File: src/rtl/reg_bank_scanner_pkg.sv
// Shared types and default sizing for the register bank scanner.
// Scanner FSM encoding is fixed: IDLE=0, PRESENT=1.
package reg_bank_scanner_pkg;

   localparam int DEF_WIDTH  = 8;
   localparam int DEF_DEPTH  = 8;
   localparam int DEF_ADDR_W = 3;

   typedef enum logic [0:0] {
      ST_IDLE    = 1'b0,
      ST_PRESENT = 1'b1
   } scan_state_e;

endpackage

File: src/rtl/reg_bank_scanner_if.sv
// Write port plus valid/ready read stream of the register bank scanner.
// master drives writes, Start and Ready; slave is the scanner itself.
interface reg_bank_scanner_if
   import reg_bank_scanner_pkg::*;
#(
   parameter int WIDTH  = DEF_WIDTH,
   parameter int ADDR_W = DEF_ADDR_W
);

   logic              WE;
   logic [ADDR_W-1:0] WAddr;
   logic [WIDTH-1:0]  D;
   logic              Start;
   logic              Ready;
   logic [WIDTH-1:0]  Q;
   logic              Valid;
   logic              Last;
   logic              Busy;
   logic              Done;

   modport master (
      output WE, WAddr, D, Start, Ready,
      input  Q, Valid, Last, Busy, Done
   );

   modport slave (
      input  WE, WAddr, D, Start, Ready,
      output Q, Valid, Last, Busy, Done
   );

endinterface

File: src/rtl/reg_bank_storage.sv
// DEPTH x WIDTH register array: sync reset, one write port, one combinational read port.
// A write landing on the address being read this cycle is forwarded to rd_dat.
module reg_bank_storage #(
   parameter int WIDTH  = 8,
   parameter int DEPTH  = 8,
   parameter int ADDR_W = 3
) (
   input  logic              clk,
   input  logic              rst,
   input  logic              we,
   input  logic [ADDR_W-1:0] waddr,
   input  logic [WIDTH-1:0]  wdat,
   input  logic [ADDR_W-1:0] rd_addr,
   output logic [WIDTH-1:0]  rd_dat
);

   logic [WIDTH-1:0] mem_q [DEPTH];
   logic [WIDTH-1:0] mem_d [DEPTH];
   logic             wr_ok;

   // Out-of-range addresses only exist for non-power-of-2 DEPTH; drop them.
   assign wr_ok = we && (int'(waddr) < DEPTH);

   always_comb begin
      mem_d = mem_q;
      if (wr_ok) begin
         mem_d[waddr] = wdat;
      end
   end

   always_ff @(posedge clk) begin
      if (rst) begin
         mem_q <= '{default: '0};
      end else begin
         mem_q <= mem_d;
      end
   end

   always_comb begin
      rd_dat = mem_q[rd_addr];
      if (wr_ok && (waddr == rd_addr)) begin
         rd_dat = wdat;
      end
   end

endmodule

File: src/rtl/reg_bank_scanner.sv
// Register bank with a scanner that streams every entry in address order on Start.
// One-cycle Start-to-Valid latency, one word per cycle; Ready low freezes a captured Q.
module reg_bank_scanner
   import reg_bank_scanner_pkg::*;
#(
   parameter int WIDTH  = DEF_WIDTH,
   parameter int DEPTH  = DEF_DEPTH,
   parameter int ADDR_W = DEF_ADDR_W
) (
   input  logic              Clock,
   input  logic              Reset,
   reg_bank_scanner_if.slave bus
);

   localparam logic [ADDR_W-1:0] LAST_ADDR = ADDR_W'(DEPTH - 1);

   scan_state_e       state_q, state_d;
   logic [ADDR_W-1:0] addr_q, addr_d;
   logic [WIDTH-1:0]  q_q, q_d;
   logic              last_q, last_d;
   logic              done_q, done_d;

   logic              at_last;
   logic              accept;
   logic [ADDR_W-1:0] addr_nxt;
   logic [ADDR_W-1:0] rd_addr;
   logic [WIDTH-1:0]  rd_dat;

   reg_bank_storage #(
      .WIDTH  (WIDTH),
      .DEPTH  (DEPTH),
      .ADDR_W (ADDR_W)
   ) u_storage (
      .clk     (Clock),
      .rst     (Reset),
      .we      (bus.WE),
      .waddr   (bus.WAddr),
      .wdat    (bus.D),
      .rd_addr (rd_addr),
      .rd_dat  (rd_dat)
   );

   assign at_last = (addr_q == LAST_ADDR);
   assign accept  = (state_q == ST_PRESENT) && bus.Ready;

   // Guarded increment so the scan address never wraps arithmetically.
   assign addr_nxt = at_last ? '0 : addr_q + ADDR_W'(1);
   assign rd_addr  = (state_q == ST_IDLE) ? '0 : addr_nxt;

   always_ff @(posedge Clock) begin
      if (Reset) begin
         state_q <= ST_IDLE;
      end else begin
         state_q <= state_d;
      end
   end

   always_comb begin
      state_d = state_q;
      case (state_q)
         ST_IDLE: begin
            if (bus.Start) begin
               state_d = ST_PRESENT;
            end
         end
         ST_PRESENT: begin
            if (accept && at_last) begin
               state_d = ST_IDLE;
            end
         end
         default: state_d = ST_IDLE;
      endcase
   end

   always_comb begin
      addr_d = addr_q;
      q_d    = q_q;
      last_d = last_q;
      done_d = 1'b0;
      case (state_q)
         ST_IDLE: begin
            last_d = 1'b0;
            if (bus.Start) begin
               addr_d = '0;
               q_d    = rd_dat;
               last_d = (LAST_ADDR == '0);
            end
         end
         ST_PRESENT: begin
            if (accept) begin
               if (at_last) begin
                  addr_d = '0;
                  last_d = 1'b0;
                  done_d = 1'b1;
               end else begin
                  addr_d = addr_nxt;
                  q_d    = rd_dat;
                  last_d = (addr_nxt == LAST_ADDR);
               end
            end
         end
         default: begin
            addr_d = '0;
            last_d = 1'b0;
         end
      endcase
   end

   always_ff @(posedge Clock) begin
      if (Reset) begin
         addr_q <= '0;
         q_q    <= '0;
         last_q <= 1'b0;
         done_q <= 1'b0;
      end else begin
         addr_q <= addr_d;
         q_q    <= q_d;
         last_q <= last_d;
         done_q <= done_d;
      end
   end

   assign bus.Q     = q_q;
   assign bus.Valid = (state_q == ST_PRESENT);
   assign bus.Busy  = (state_q == ST_PRESENT);
   assign bus.Last  = last_q;
   assign bus.Done  = done_q;

endmodule

File: src/flat_wrapper.sv
// flat-port wrapper written by rule: the top's interface ports become plain ports
module reg_bank_scanner_flat import reg_bank_scanner_pkg::*;
#(
   parameter int WIDTH  = DEF_WIDTH,
   parameter int DEPTH  = DEF_DEPTH,
   parameter int ADDR_W = DEF_ADDR_W
)
  (Clock, Reset, bus_WE, bus_WAddr, bus_D, bus_Start, bus_Ready, bus_Q, bus_Valid, bus_Last, bus_Busy, bus_Done);
  reg_bank_scanner_if #(.WIDTH(WIDTH), .ADDR_W(ADDR_W)) bus_i ();
  input  logic Clock;
  input  logic Reset;
  input wire logic [$bits(bus_i.WE)-1:0] bus_WE;
  input wire logic [$bits(bus_i.WAddr)-1:0] bus_WAddr;
  input wire logic [$bits(bus_i.D)-1:0] bus_D;
  input wire logic [$bits(bus_i.Start)-1:0] bus_Start;
  input wire logic [$bits(bus_i.Ready)-1:0] bus_Ready;
  output wire logic [$bits(bus_i.Q)-1:0] bus_Q;
  output wire logic [$bits(bus_i.Valid)-1:0] bus_Valid;
  output wire logic [$bits(bus_i.Last)-1:0] bus_Last;
  output wire logic [$bits(bus_i.Busy)-1:0] bus_Busy;
  output wire logic [$bits(bus_i.Done)-1:0] bus_Done;
  assign bus_i.WE = bus_WE;
  assign bus_i.WAddr = bus_WAddr;
  assign bus_i.D = bus_D;
  assign bus_i.Start = bus_Start;
  assign bus_i.Ready = bus_Ready;
  assign bus_Q = bus_i.Q;
  assign bus_Valid = bus_i.Valid;
  assign bus_Last = bus_i.Last;
  assign bus_Busy = bus_i.Busy;
  assign bus_Done = bus_i.Done;
  reg_bank_scanner #(.WIDTH(WIDTH), .DEPTH(DEPTH), .ADDR_W(ADDR_W)) u_core (.Clock(Clock), .Reset(Reset), .bus(bus_i));
endmodule
File: config.mk
export PLATFORM = sky130hd
export DESIGN_NAME = reg_bank_scanner_flat
export DESIGN_NICKNAME = d
export VERILOG_FILES = /design/src/rtl/reg_bank_scanner_pkg.sv /design/src/rtl/reg_bank_scanner_if.sv /design/src/rtl/reg_bank_storage.sv /design/src/rtl/reg_bank_scanner.sv /design/src/flat_wrapper.sv
export SDC_FILE = /design/constraint.sdc
export NUM_CORES = 1
export LEC_CHECK = 0
export ABC_AREA = 1
export ABC_CLOCK_PERIOD_IN_PS = 1980
export CAP_MARGIN = 40
export CORE_MARGIN = 5
export CORE_UTILIZATION = 50
export CTS_CLUSTER_DIAMETER = 200
export DETAILED_ROUTE_END_ITERATION = 8
export HOLD_SLACK_MARGIN = 0.1
export PLACE_DENSITY = 0.72
export SLEW_MARGIN = 20
export SYNTH_ARGS = -nofsm -noshare
export SYNTH_HDL_FRONTEND = slang
export SYNTH_SLANG_ARGS = --single-unit
File: constraint.sdc
create_clock -name Clock -period 1.98 [get_ports Clock]
set_input_delay 0.198 -clock Clock [delete_from_list [all_inputs] [get_ports Clock]]
set_output_delay 0.198 -clock Clock [all_outputs]
set_load 0.05 [all_outputs]
==> flow_metrics.env <==
export IMPL_status="completed"
export IMPL_fin_ws_ns=0.1375
export IMPL_holdWs_ns=0.4864
export IMPL_die_area_sq_um=8871
export IMPL_antenna_cells=0
export IMPL_fin_skew_ns=0.008167
export IMPL_ant_nets=0
export IMPL_gp_congestion=0.8646
export IMPL_drtPass1Iterations=4
export IMPL_grt_pass1_wl_mm=15.67
export IMPL_cts_buffers=9
export IMPL_cts_tree="done"
export IMPL_synth_cell_type_count=23
export IMPL_core_rowCount=30
export IMPL_period_share_pct=93.06
export IMPL_die_y_um=94.19
export IMPL_io_pin_count=28
export IMPL_syn_avg_cell_area_sq_um=6.961
export IMPL_switching_power_uw=1041
export IMPL_cp_arrival_ns=2.09
export IMPL_vdd_drop_max_v=0.0004768
export IMPL_grt_pass1_vias=3173
export IMPL_clk_path_buf_depth=2
export IMPL_slew_viol_final=0
export IMPL_synthCells=509
export IMPL_antenna_found_initial=0
export IMPL_worst_slew_pin_slew_ns=0.5561
export IMPL_synth_area_leader_cell="dfxtp_1"
export IMPL_grt_max_degree=75
export IMPL_hold_class="in2reg"
export IMPL_clk_pin_slew_ns=0.08
export IMPL_power_frac_seq_pct=49.5
export IMPL_overflow=0
export IMPL_pwr_share_comb_pct=18.5
export IMPL_fillers=634
export IMPL_placed_cell_area_sq_um=4004
export IMPL_netSwitchingFraction_pct=30.74
export IMPL_dp_slack_ns=0.08346
export IMPL_first_iter_violations=370
export IMPL_crit_type="reg2reg"
export IMPL_max_cap_viol_count=0
export IMPL_drt_wl_total_mm=9.499
export IMPL_p_int_uw=2346
export IMPL_nets=560
export IMPL_cts_sinks=78
export IMPL_synth_top_cells_by_area="dfxtp_1 44%, a21oi_1 11%, o21ai_0 10%"
export IMPL_clk_latency_ns=0.36
export IMPL_slew_headroom_pct=62.88
export IMPL_end_kind="flop"
export IMPL_cp_max_fo=8
export IMPL_dieWidth_um=94.19
export IMPL_via_count=3501
export IMPL_synthToLayoutAreaGrowth_pct=19.14
export IMPL_grt_usage_pct=22.83
export IMPL_netlist_area_sq_um=3543
export IMPL_htree_levels=3
export IMPL_postCtsSetupRepairBufs=0
export IMPL_rsz0062_at_grt="false"
export IMPL_drc=0
export IMPL_power_leakage_uw=0.001766
export IMPL_crit_path_start_kind="flop"
export IMPL_pwr_density_cell_nw_per_um2=802.4
export IMPL_hold_viol=0
export IMPL_stdcell_area_sq_um=4222
export IMPL_drive_gt1_share_pct=10.24
export IMPL_synth_top_area_share_pct=44.07
export IMPL_ys_seq_area_share_pct=44.07
export IMPL_wl_per_cell_um=14.77
export IMPL_pwr_share_clk_pct=32.0
export IMPL_synth_warnings=0
export IMPL_dp_hpwl_mm=6.238
export IMPL_initial_utilization_pct=51.87
export IMPL_critPathRequiredTime_ns=2.23
export IMPL_fp_coreArea_sq_um=6832
export IMPL_final_cells=643
export IMPL_synth_seq_cells=78
export IMPL_vias_per_cell=5.445
export IMPL_io_buffers=27
export IMPL_min_period_ns=1.843
export IMPL_setup_tns_final_ns=0
export IMPL_syn_nets=527
export IMPL_root_buffer="clkbuf_8"
export IMPL_clock_fmax_mhz=542.7
export IMPL_setup_viol=0
export IMPL_dp_cells=626
==> logic make-up after synthesis <==
| family | after synthesis | synth area share, % |
|---|---|---|
| buffers and inverters | 86 | 9.957 |
| AO/OA/AOI/OAI | 153 | 21.75 |
| flip-flops | 78 | 44.07 |
| adder cells (fa/ha/maj) | 2 | 0.7061 |
| AND/OR/NAND/NOR | 190 | 23.52 |
==> sequential cells by signal, indices dropped and copies added, names as in the netlist <==
register	cells
u_core.bus.Q	8
u_core.bus.Last	1
u_core.bus.Busy	1
u_core.bus.Done	1
u_core.addr_q	3
u_core.u_storage.mem_q	64
==> per-stage QoR <==
step                total power, uW  util, %
finish                         3387    61.79
floorplan                      2104        -
global route                   3558    61.79
detailed placement             2318    58.61
CTS                            3381    61.15
global placement               2310    58.61
==> cell type report <==
type	count	area (sq um)	area share (%)
inverters	56	212.7	5.039
multi-input cells	346	1669	39.54
clock buffers	10	137.6	3.260
well taps	96	120.1	2.845
repair buffers	51	483.0	11.44
clock inverters	6	36.28	0.8595
flip-flops and latches	78	1563	37.02
==> cells in the final DEF (no fill, tap or decap), types with 2 or more instances in the layout <==
cell type | synthesis | routed
clkdlybuf4s50_1 | 0 | 25
nand3_1 | 59 | 59
a21oi_1 | 76 | 76
clkinv_2 | 0 | 4
clkinv_1 | 8 | 8
inv_1 | 45 | 44
dfxtp_1 | 78 | 77
clkbuf_8 | 0 | 10
nand3b_1 | 7 | 7
nand3_4 | 0 | 2
inv_2 | 3 | 3
ha_1 | 2 | 2
o21ai_0 | 74 | 74
nor2_2 | 3 | 3
nor2_1 | 56 | 55
buf_4 | 3 | 23
nand2_1 | 61 | 60
buf_12 | 0 | 3
==> synthesized netlist by cell type <==
cell type / count
o21ai_2: 1
inv_2: 3
nand4_1: 1
nand2_1: 61
buf_2: 15
nand3_2: 1
inv_1: 45
nand3_1: 59
a21oi_1: 76
nand2_2: 1
nor2_2: 3
o21ai_0: 74
clkbuf_1: 11
nand3b_1: 7
o21ai_1: 1
nor3_1: 1
a31oi_1: 1
clkinv_1: 8
buf_4: 3
nor2_1: 56
ha_1: 2
buf_1: 1
dfxtp_1: 78
==> path summary, 6_finish.rpt <==
path	slack [ns]	cells past startpoint	start	end
worst min register to register	0.50	2	u_core.addr_q[2]	u_core.addr_q[2]
worst min-delay path	0.49	2	Reset	u_core.bus.Last
worst max register to register	0.14	10	u_core.addr_q[0]	u_core.bus.Q[1]
worst max-delay path	0.14	10	u_core.addr_q[0]	u_core.bus.Q[1]
==> what timing repair did <==
item / CTS / global route
hold buffers: 0 / 0
endpoints found under the setup margin: 0 / 8
resized for setup: 0 / 9
==> power groups by stage <==
stage | clock (uW) | sequential [uW] | combinational [uW]
after floorplan | 0 | 1770 | 333
after global placement | 0 | 1710 | 599
after detailed placement | 0 | 1710 | 606
after CTS | 1100 | 1680 | 609
after global routing | 1180 | 1690 | 693
final | 1080 | 1680 | 627
==> per-layer routing <==
layer	part of all wire, %	wire (um)	track usage (%)	up-vias
met1	45	4289	31.20	1609
met5	0	0	0	-
met2	46	4333	34.63	124
li1	-	-	-	1745
met4	2.1	200	7.702	0
met3	7.1	676	6.250	23
==> critical path, stage by stage (launching register included) <==
cell	delay [ns]
dfxtp_1	0.32
ha_1	0.19
ha_1	0.24
nor2_2	0.23
nand2_4	0.15
nand2_1	0.09
nand2_1	0.13
nand3_4	0.17
nor2_1	0.05
nor2_1	0.10
a21oi_1	0.07
(Power assumes the default switching activity.)
